<file path="config.mk">
export PLATFORM = sky130hd
export DESIGN_NAME = div_8
export DESIGN_NICKNAME = d
export VERILOG_FILES = /design/src/rtl/div_8.sv
export SDC_FILE = /design/constraint.sdc
export NUM_CORES = 1
export LEC_CHECK = 0
export CELL_PAD_IN_SITES_DETAIL_PLACEMENT = 1
export CELL_PAD_IN_SITES_GLOBAL_PLACEMENT = 2
export CORE_MARGIN = 5
export CORE_UTILIZATION = 33
export CTS_CLUSTER_DIAMETER = 60
export DETAILED_ROUTE_END_ITERATION = 12
export PLACE_DENSITY_LB_ADDON = 0.1
export SETUP_SLACK_MARGIN = 0.05
export SYNTH_ARGS = -nofsm -noshare
export SYNTH_HDL_FRONTEND = slang
export SYNTH_SLANG_ARGS = --single-unit
</file>
<file path="constraint.sdc">
create_clock -name clk -period 2.45 [get_ports clk]
set_input_delay 0.49 -clock clk [delete_from_list [all_inputs] [get_ports clk]]
set_output_delay 0.49 -clock clk [all_outputs]
set_load 0.01 [all_outputs]
</file>
<file path="src/rtl/div_8.sv">
// div_8: 16/8 restoring divider, one quotient bit per clock, MSB first.
// Latency: results and a one-cycle done pulse 16 edges after start is accepted
// (1 edge for divisor 0). start is ignored while busy; accepted in IDLE or DONE.
// Optional signed mode: define DIV_8_SIGNED_EN for two's-complement operands.
module div_8 (
  input  logic        clk,
  input  logic        reset,
  input  logic        start,
  input  logic [15:0] dividend,
  input  logic [7:0]  divisor,
  output logic        busy,
  output logic        done,
  output logic [15:0] quotient,
  output logic [7:0]  remainder,
  output logic        div_by_zero
);

  typedef enum logic [1:0] {
    ST_IDLE = 2'd0,
    ST_RUN  = 2'd1,
    ST_DONE = 2'd2
  } state_t;

  state_t      state_q, state_d;
  logic [3:0]  cnt_q, cnt_d;     // iteration index within RUN
  logic [15:0] dvd_q, dvd_d;     // dividend shifts out MSB-first, quotient bits shift in
  logic [7:0]  dvs_q, dvs_d;     // latched divisor (magnitude in signed mode)
  logic [8:0]  prem_q, prem_d;   // partial remainder
  logic        zpend_q, zpend_d; // divide-by-zero result is due at the next edge
  logic [15:0] quo_q, quo_d;
  logic [7:0]  rem_q, rem_d;
  logic        dbz_q, dbz_d;
  logic        done_q, done_d;

`ifdef DIV_8_SIGNED_EN
  logic        negq_q, negq_d;   // quotient must be negated at completion
  logic        negr_q, negr_d;   // remainder must be negated at completion
`endif

  logic        accept;
  logic [8:0]  trial;
  logic        ge;
  logic [8:0]  prem_nx;
  logic [15:0] quo_nx;
  logic [15:0] dvd_in;
  logic [7:0]  dvs_in;
  logic [15:0] quo_fin;
  logic [7:0]  rem_fin;

  // start only takes effect outside RUN, so an in-flight operation is never disturbed
  assign accept = start && (state_q != ST_RUN);

  // One restoring step: shift in the next dividend bit, subtract if it fits.
  // prem_q[8] is always 0 after a step; folding it into the compare keeps the
  // step exact for any 9-bit remainder state.
  always_comb begin
    trial   = {prem_q[7:0], dvd_q[15]};
    ge      = prem_q[8] | (trial >= {1'b0, dvs_q});
    prem_nx = ge ? (trial - {1'b0, dvs_q}) : trial;
    quo_nx  = {dvd_q[14:0], ge};
  end

`ifdef DIV_8_SIGNED_EN
  // Divide magnitudes; -32768 and -128 map onto their unsigned bit patterns
  always_comb begin
    dvd_in  = dividend[15] ? (16'd0 - dividend) : dividend;
    dvs_in  = divisor[7]   ? (8'd0 - divisor)   : divisor;
    quo_fin = negq_q ? (16'd0 - quo_nx) : quo_nx;
    rem_fin = negr_q ? (8'd0 - prem_nx[7:0]) : prem_nx[7:0];
  end
`else
  // Unsigned operands pass straight through
  always_comb begin
    dvd_in  = dividend;
    dvs_in  = divisor;
    quo_fin = quo_nx;
    rem_fin = prem_nx[7:0];
  end
`endif

  // Next-state and datapath control
  always_comb begin
    state_d = state_q;
    cnt_d   = cnt_q;
    dvd_d   = dvd_q;
    dvs_d   = dvs_q;
    prem_d  = prem_q;
    zpend_d = 1'b0;
    quo_d   = quo_q;
    rem_d   = rem_q;
    dbz_d   = dbz_q;
    done_d  = 1'b0;
`ifdef DIV_8_SIGNED_EN
    negq_d  = negq_q;
    negr_d  = negr_q;
`endif

    unique case (state_q)
      ST_RUN: begin
        cnt_d  = cnt_q + 4'd1;
        dvd_d  = quo_nx;
        prem_d = prem_nx;
        if (cnt_q == 4'd15) begin
          state_d = ST_DONE;
          quo_d   = quo_fin;
          rem_d   = rem_fin;
          dbz_d   = 1'b0;
          done_d  = 1'b1;
        end
      end

      default: begin
        // IDLE or DONE: a pending divide-by-zero completes here; the raw
        // dividend low byte is reported as the remainder
        if (state_q == ST_DONE && zpend_q) begin
          quo_d  = 16'hFFFF;
          rem_d  = dvd_q[7:0];
          dbz_d  = 1'b1;
          done_d = 1'b1;
        end

        state_d = ST_IDLE;

        if (accept) begin
          cnt_d  = 4'd0;
          prem_d = 9'd0;
          if (divisor == 8'd0) begin
            // skip iteration entirely; result lands on the next edge
            state_d = ST_DONE;
            zpend_d = 1'b1;
            dvd_d   = dividend;
            dvs_d   = 8'd0;
          end else begin
            state_d = ST_RUN;
            dvd_d   = dvd_in;
            dvs_d   = dvs_in;
`ifdef DIV_8_SIGNED_EN
            negq_d  = dividend[15] ^ divisor[7];
            negr_d  = dividend[15];
`endif
          end
        end
      end
    endcase
  end

  // State and datapath registers, cleared asynchronously by reset low
  always_ff @(posedge clk or negedge reset) begin
    if (!reset) begin
      state_q <= ST_IDLE;
      cnt_q   <= 4'd0;
      dvd_q   <= 16'd0;
      dvs_q   <= 8'd0;
      prem_q  <= 9'd0;
      zpend_q <= 1'b0;
      quo_q   <= 16'd0;
      rem_q   <= 8'd0;
      dbz_q   <= 1'b0;
      done_q  <= 1'b0;
    end else begin
      state_q <= state_d;
      cnt_q   <= cnt_d;
      dvd_q   <= dvd_d;
      dvs_q   <= dvs_d;
      prem_q  <= prem_d;
      zpend_q <= zpend_d;
      quo_q   <= quo_d;
      rem_q   <= rem_d;
      dbz_q   <= dbz_d;
      done_q  <= done_d;
    end
  end

`ifdef DIV_8_SIGNED_EN
  // Sign-correction flags, captured with the operands
  always_ff @(posedge clk or negedge reset) begin
    if (!reset) begin
      negq_q <= 1'b0;
      negr_q <= 1'b0;
    end else begin
      negq_q <= negq_d;
      negr_q <= negr_d;
    end
  end
`endif

  assign busy        = (state_q == ST_RUN);
  assign done        = done_q;
  assign quotient    = quo_q;
  assign remainder   = rem_q;
  assign div_by_zero = dbz_q;

endmodule

</file>
* Word level (Yosys, flattened, before mapping)
Index checks and enable logic that the tools add are counted.
** Operators by class
- Magnitude comparators :: 1
- $add $sub $neg :: 2
- Multiplexer cells :: 27
- Bitwise operators :: 2
- Equality and inequality tests :: 5
- Reduce and logical (&&, ||, !) cells :: 7
** Operators by type and width (count)
- 16-bit 2-to-1 mux :: 5
- 8-bit 2-to-1 mux :: 4
- 9-bit 2-to-1 mux :: 3
- 9-bit by 8-bit greater-or-equal comparator with 1-bit output :: 1
- 1-bit 2-to-1 mux :: 9
- 9-bit by 8-bit subtractor with 9-bit output :: 1
- 8-bit logical NOT :: 1
- 2-bit 2-to-1 mux :: 4
- 4-bit 2-to-1 mux :: 2
- 4-bit by 1-bit adder with 4-bit output, second input constant :: 1
- 4-bit equality test, second input constant :: 1
- 2-bit by 1-bit inequality test with 1-bit output, second input constant :: 2
- 2-bit AND reduction :: 2
- 2-bit nonzero test :: 2
- 2-bit by 1-bit equality test with 1-bit output, second input constant :: 1
- 2-bit equality test, second input constant :: 1
- 1-bit logical AND :: 2
- 1-bit inverter :: 1
- 1-bit bitwise OR :: 1
** Storage, ports and cells
- Output and inout bits :: 27
- Input port bits :: 27
- Logic and storage cells :: 54
- Register bits :: 66

* Longest topological paths before layout
- Word-level depth :: 5
- Gate-level depth with buffers :: 10
- Gate-level depth less buffers :: 10

* Worst setup path after synthesis
No wires, ideal clock.
- Path type :: reg2reg
- From :: register prem_q[1]
- To :: register rem_q[6] (netlist: remainder[6])
- Period minus slack after synthesis :: 2.136 ns
- Setup time :: 0.094 ns
- Buffers on the path :: 1
- Setup slack :: 0.314 ns
- Required time :: 2.356 ns
- Cell stages (with the launch flop) :: 9
- Arrival time :: 2.042 ns
- Path through :: dfrtp_1 ha_1 nor2_1 a211oi_2 o311ai_2 and2_1 buf_6 o31a_1 a221oi_2
** Between the ends
- Word-level cells in the longest chain between the ends :: 5
- Elaborated cells between the ends (all ways) :: 6
- Those cells by class :: add/sub (1); order compare (1); mux (3); bitwise (1)
** RTL lines
- start, declared :: line 28 : logic [8:0] prem_q, prem_d;
- start signal, assigned :: line 165 : prem_q <= prem_d;
- 9-bit by 8-bit greater-or-equal comparator with 1-bit output :: line 58 : ge = prem_q[8] | (trial >= {1'b0, dvs_q});
- 1-bit bitwise OR :: line 58
- 9-bit 2-to-1 mux * :: line 59 : prem_nx = ge ? (trial - {1'b0, dvs_q}) : trial;
- 8-bit 2-to-1 mux * :: line 103 : if (cnt_q == 4'd15) begin
- 8-bit 2-to-1 mux * :: line 98 : unique case (state_q)
- end signal, assigned :: line 168 : rem_q <= rem_d;
- end, declared :: line 31 : logic [7:0] rem_q, rem_d;
Every way passes the cells marked *; elsewhere a longest branch is shown, timed or not. The select of a mux whose other input is x is not followed.
A chain may end at the register's enable or synchronous reset.

* Final worst setup path
- From :: register prem_q[2]
- To :: register rem_q[6] (netlist: remainder[6])
Same word-level chain as after synthesis.

==> results.sh <==
export IMPL_core_area_um2=9280
export IMPL_placed_cell_area_um2=3900
export IMPL_cp_start_kind="flop"
export IMPL_ys_seq_area_share_pct=52.4
export IMPL_fmax_mhz=434
export IMPL_drive_gt1_share_pct=15.7
export IMPL_crit_path_max_incr_delay_ps=440
export IMPL_cp_max_fo=5
export IMPL_ios=54
export IMPL_rsz0062_at_grt="false"
export IMPL_power_leakage_nw=1.76
export IMPL_die_h_um=108
export IMPL_status="finished clean"
export IMPL_maxCapViolCount=0
export IMPL_cts_root_buf="clkbuf_8"
export IMPL_yosysMostFrequentCell="dfrtp_1"
export IMPL_max_slew_margin_rel_pct=44.8
export IMPL_clk_latency_ps=340
export IMPL_skew_ps=11.3
export IMPL_fin_tns_setup_ps=0
export IMPL_floorplan_rows=35
export IMPL_htreeDepth=3
export IMPL_synth_seq_cells=66
export IMPL_arrival_ps=2550
export IMPL_clock_sinks=66
export IMPL_crit_slowest_cell="dfrtp_1"
export IMPL_hold_viol=0
export IMPL_vias=2558
export IMPL_drv_slew=0
export IMPL_worstPathRequired_ps=2700
export IMPL_cts_tree="built"
export IMPL_crit_buf_inv=1
export IMPL_fin_nets=415
export IMPL_antenna_found_initial=0
export IMPL_globalplace_congestion=0.855
export IMPL_clk_path_buf_depth=2
export IMPL_peakVddDrop_uv=494
export IMPL_synth_edff_count=0
export IMPL_power_density_nw_per_um2=1520
export IMPL_synth_common_cells="66 x dfrtp_1, 45 x nor2_1, 38 x a21oi_1"
export IMPL_min_period_over_period_pct=94.0
export IMPL_worst_pin_slew_ps=825
export IMPL_wl_per_cell_um=16.9
export IMPL_synthCells=314
export IMPL_syn_area_um2=3150
export IMPL_cts_inserted_buffers=9
export IMPL_hpwl_um=6310
export IMPL_path_cells="ha_4, nand2_1, a211oi_2, o311ai_2, and2_4, buf_4, o31a_1, a221oi_2"
export IMPL_syn_nets=351
export IMPL_synth_area_leaders="dfrtp_1 52%, a21oi_1 6.0%, mux2i_1 5.7%, nor2_1 5.4%, ha_1 3.6%"
export IMPL_grt_pass1_vias=2760
export IMPL_die_area_um2=11600
export IMPL_grt_max_degree=45
export IMPL_cp_end_kind="flop"
export IMPL_dr_pass1_iters=4
export IMPL_synth_distinct_cells=42
export IMPL_fill_cells=1067
export IMPL_crit_type="flop to flop"
export IMPL_fin_area_um2=4200
export IMPL_power_mw=6.39
export IMPL_grt_pass1_wl_um=14300
export IMPL_finalCriticalPeriod_ps=2300
export IMPL_ys_warn_count=0
export IMPL_setup_viol=0
export IMPL_drc=0
export IMPL_clkTransAtPathRegs_ps=80
export IMPL_start_util_pct=33.9
export IMPL_routed_wirelength_um=8670
export IMPL_gr_total_overflow=0
export IMPL_die_w_um=108
export IMPL_cp_top_family="compound AO/OA/AOI/OAI gates"
export IMPL_drtIter0Drc=32
export IMPL_hold_ws_ps=138
export IMPL_hp_class="input port to asynchronous set/reset pin"
export IMPL_synth_area_leader_cell="dfrtp_1"
export IMPL_synth_ff_type="dfrtp_1"
export IMPL_syn_avg_cell_area_um2=10.0
export IMPL_antenna_cells=0
export IMPL_async_reset_ff_share_pct=100
export IMPL_viasPerCell=5.00
export IMPL_antenna_left=0
export IMPL_synth_top_area_share_pct=52.4
export IMPL_grt_util_all_layers_pct=15.8
export IMPL_syn2layout_area_growth_pct=33.3
export IMPL_place_port_buffers=53
==> layout by cell type (no fill, tap or decap), types with 3 or more instances in the layout <==
| master | netlist | final |
|---|---|---|
| and2_1 | 4 | 3 |
| xor2_1 | 3 | 3 |
| or2_2 | 4 | 4 |
| dfrtp_1 | 66 | 66 |
| mux2_2 | 8 | 8 |
| a21o_1 | 3 | 3 |
| nand3b_1 | 6 | 6 |
| ha_1 | 9 | 5 |
| clkbuf_8 | 0 | 10 |
| nand3_1 | 10 | 9 |
| mux2i_1 | 18 | 18 |
| nand2_1 | 23 | 23 |
| inv_1 | 11 | 11 |
| nor2_1 | 45 | 44 |
| a21oi_1 | 38 | 38 |
| o21ai_0 | 14 | 14 |
| nor3_1 | 3 | 3 |
| buf_4 | 0 | 15 |
| xnor2_1 | 3 | 3 |
| clkdlybuf4s50_1 | 0 | 52 |
==> metal layers <==
layer / part of all wire, % / global-route usage (%) / up-vias
li1: - / - / 1230
met1: 45 / 20.0 / 1281
met2: 50 / 26.6 / 37
met3: 3.2 / 3.42 / 10
met4: 1.4 / 5.41 / 0
met5: 0 / 0 / -
==> where the power goes <==
group	leakage, nW	internal, mW	switching, mW
sequential	0.744	1.60	0.338
clock	0.109	0.603	0.459
combinational	0.906	1.61	1.78
==> worst reg2reg max path: stages, from the launching register on <==
cell and delay [ps]:
dfrtp_1 440, ha_4 330, nand2_1 80, a211oi_2 280, o311ai_2 150, and2_4 210, buf_4 140, o31a_1 320
a221oi_2 270
==> stage by stage <==
| step | std cells | worst slack, ps | util, % |
|---|---|---|---|
| after floorplan | 314 | 314 | - |
| final | 512 | 147 | 45.2 |
| after global routing | 512 | 41.8 | 45.2 |
| after CTS | 510 | 80.5 | 44.4 |
| after detailed placement | 494 | 98.9 | 42.0 |
| after global placement | 494 | 155 | 42.0 |
==> registers in the layout, summed over array words and instances, names as in the netlist <==
name         cells
state_q          2
dvd_q           16
done             1
quotient        16
zpend_q          1
div_by_zero      1
remainder        8
cnt_q            4
dvs_q            8
prem_q           9
==> logic make-up after synthesis <==
| logic type | Yosys count | share of synthesized area (%) |
|---|---|---|
| AOI/OAI and AO/OA | 74 | 14.3 |
| DFF | 66 | 52.4 |
| xor gates and xnor gates | 6 | 1.67 |
| adders and majority gates | 10 | 4.21 |
| muxes | 26 | 8.58 |
| buffers and inverters | 27 | 3.46 |
| and+or+nand+nor | 105 | 15.4 |
==> path summary, 6_finish.rpt <==
check,start,cells after the start,slack [ps],endpoint
setup / recovery,prem_q[2],8,150,remainder[6]
hold / removal,reset,1,140,dvs_q[5]
setup reg to reg,prem_q[2],8,150,remainder[6]
hold reg to reg,dvs_q[1],1,510,dvs_q[1]
max in group asynchronous,reset,2,1650,dvd_q[15]
min in group clk,dvs_q[1],1,510,dvs_q[1]
==> cell type report <==
cell class / count / area, µm² / area share (%)
inverters: 11 / 41.3 / 0.983
repair buffers: 69 / 658 / 15.7
flip-flops and latches: 66 / 1650 / 39.3
clock inverters: 6 / 88.8 / 2.12
well taps: 129 / 161 / 3.84
clock buffers: 10 / 138 / 3.28
multi-input cells: 221 / 1460 / 34.8
==> repair_timing <==
| item | CTS | global route |
|---|---|---|
| resized for setup | 0 | 13 |
| setup endpoints to repair | 0 | 5 |
| hold buffers | 0 | 0 |
| buffers inserted | 0 | 2 |
(Power assumes the default switching activity.)
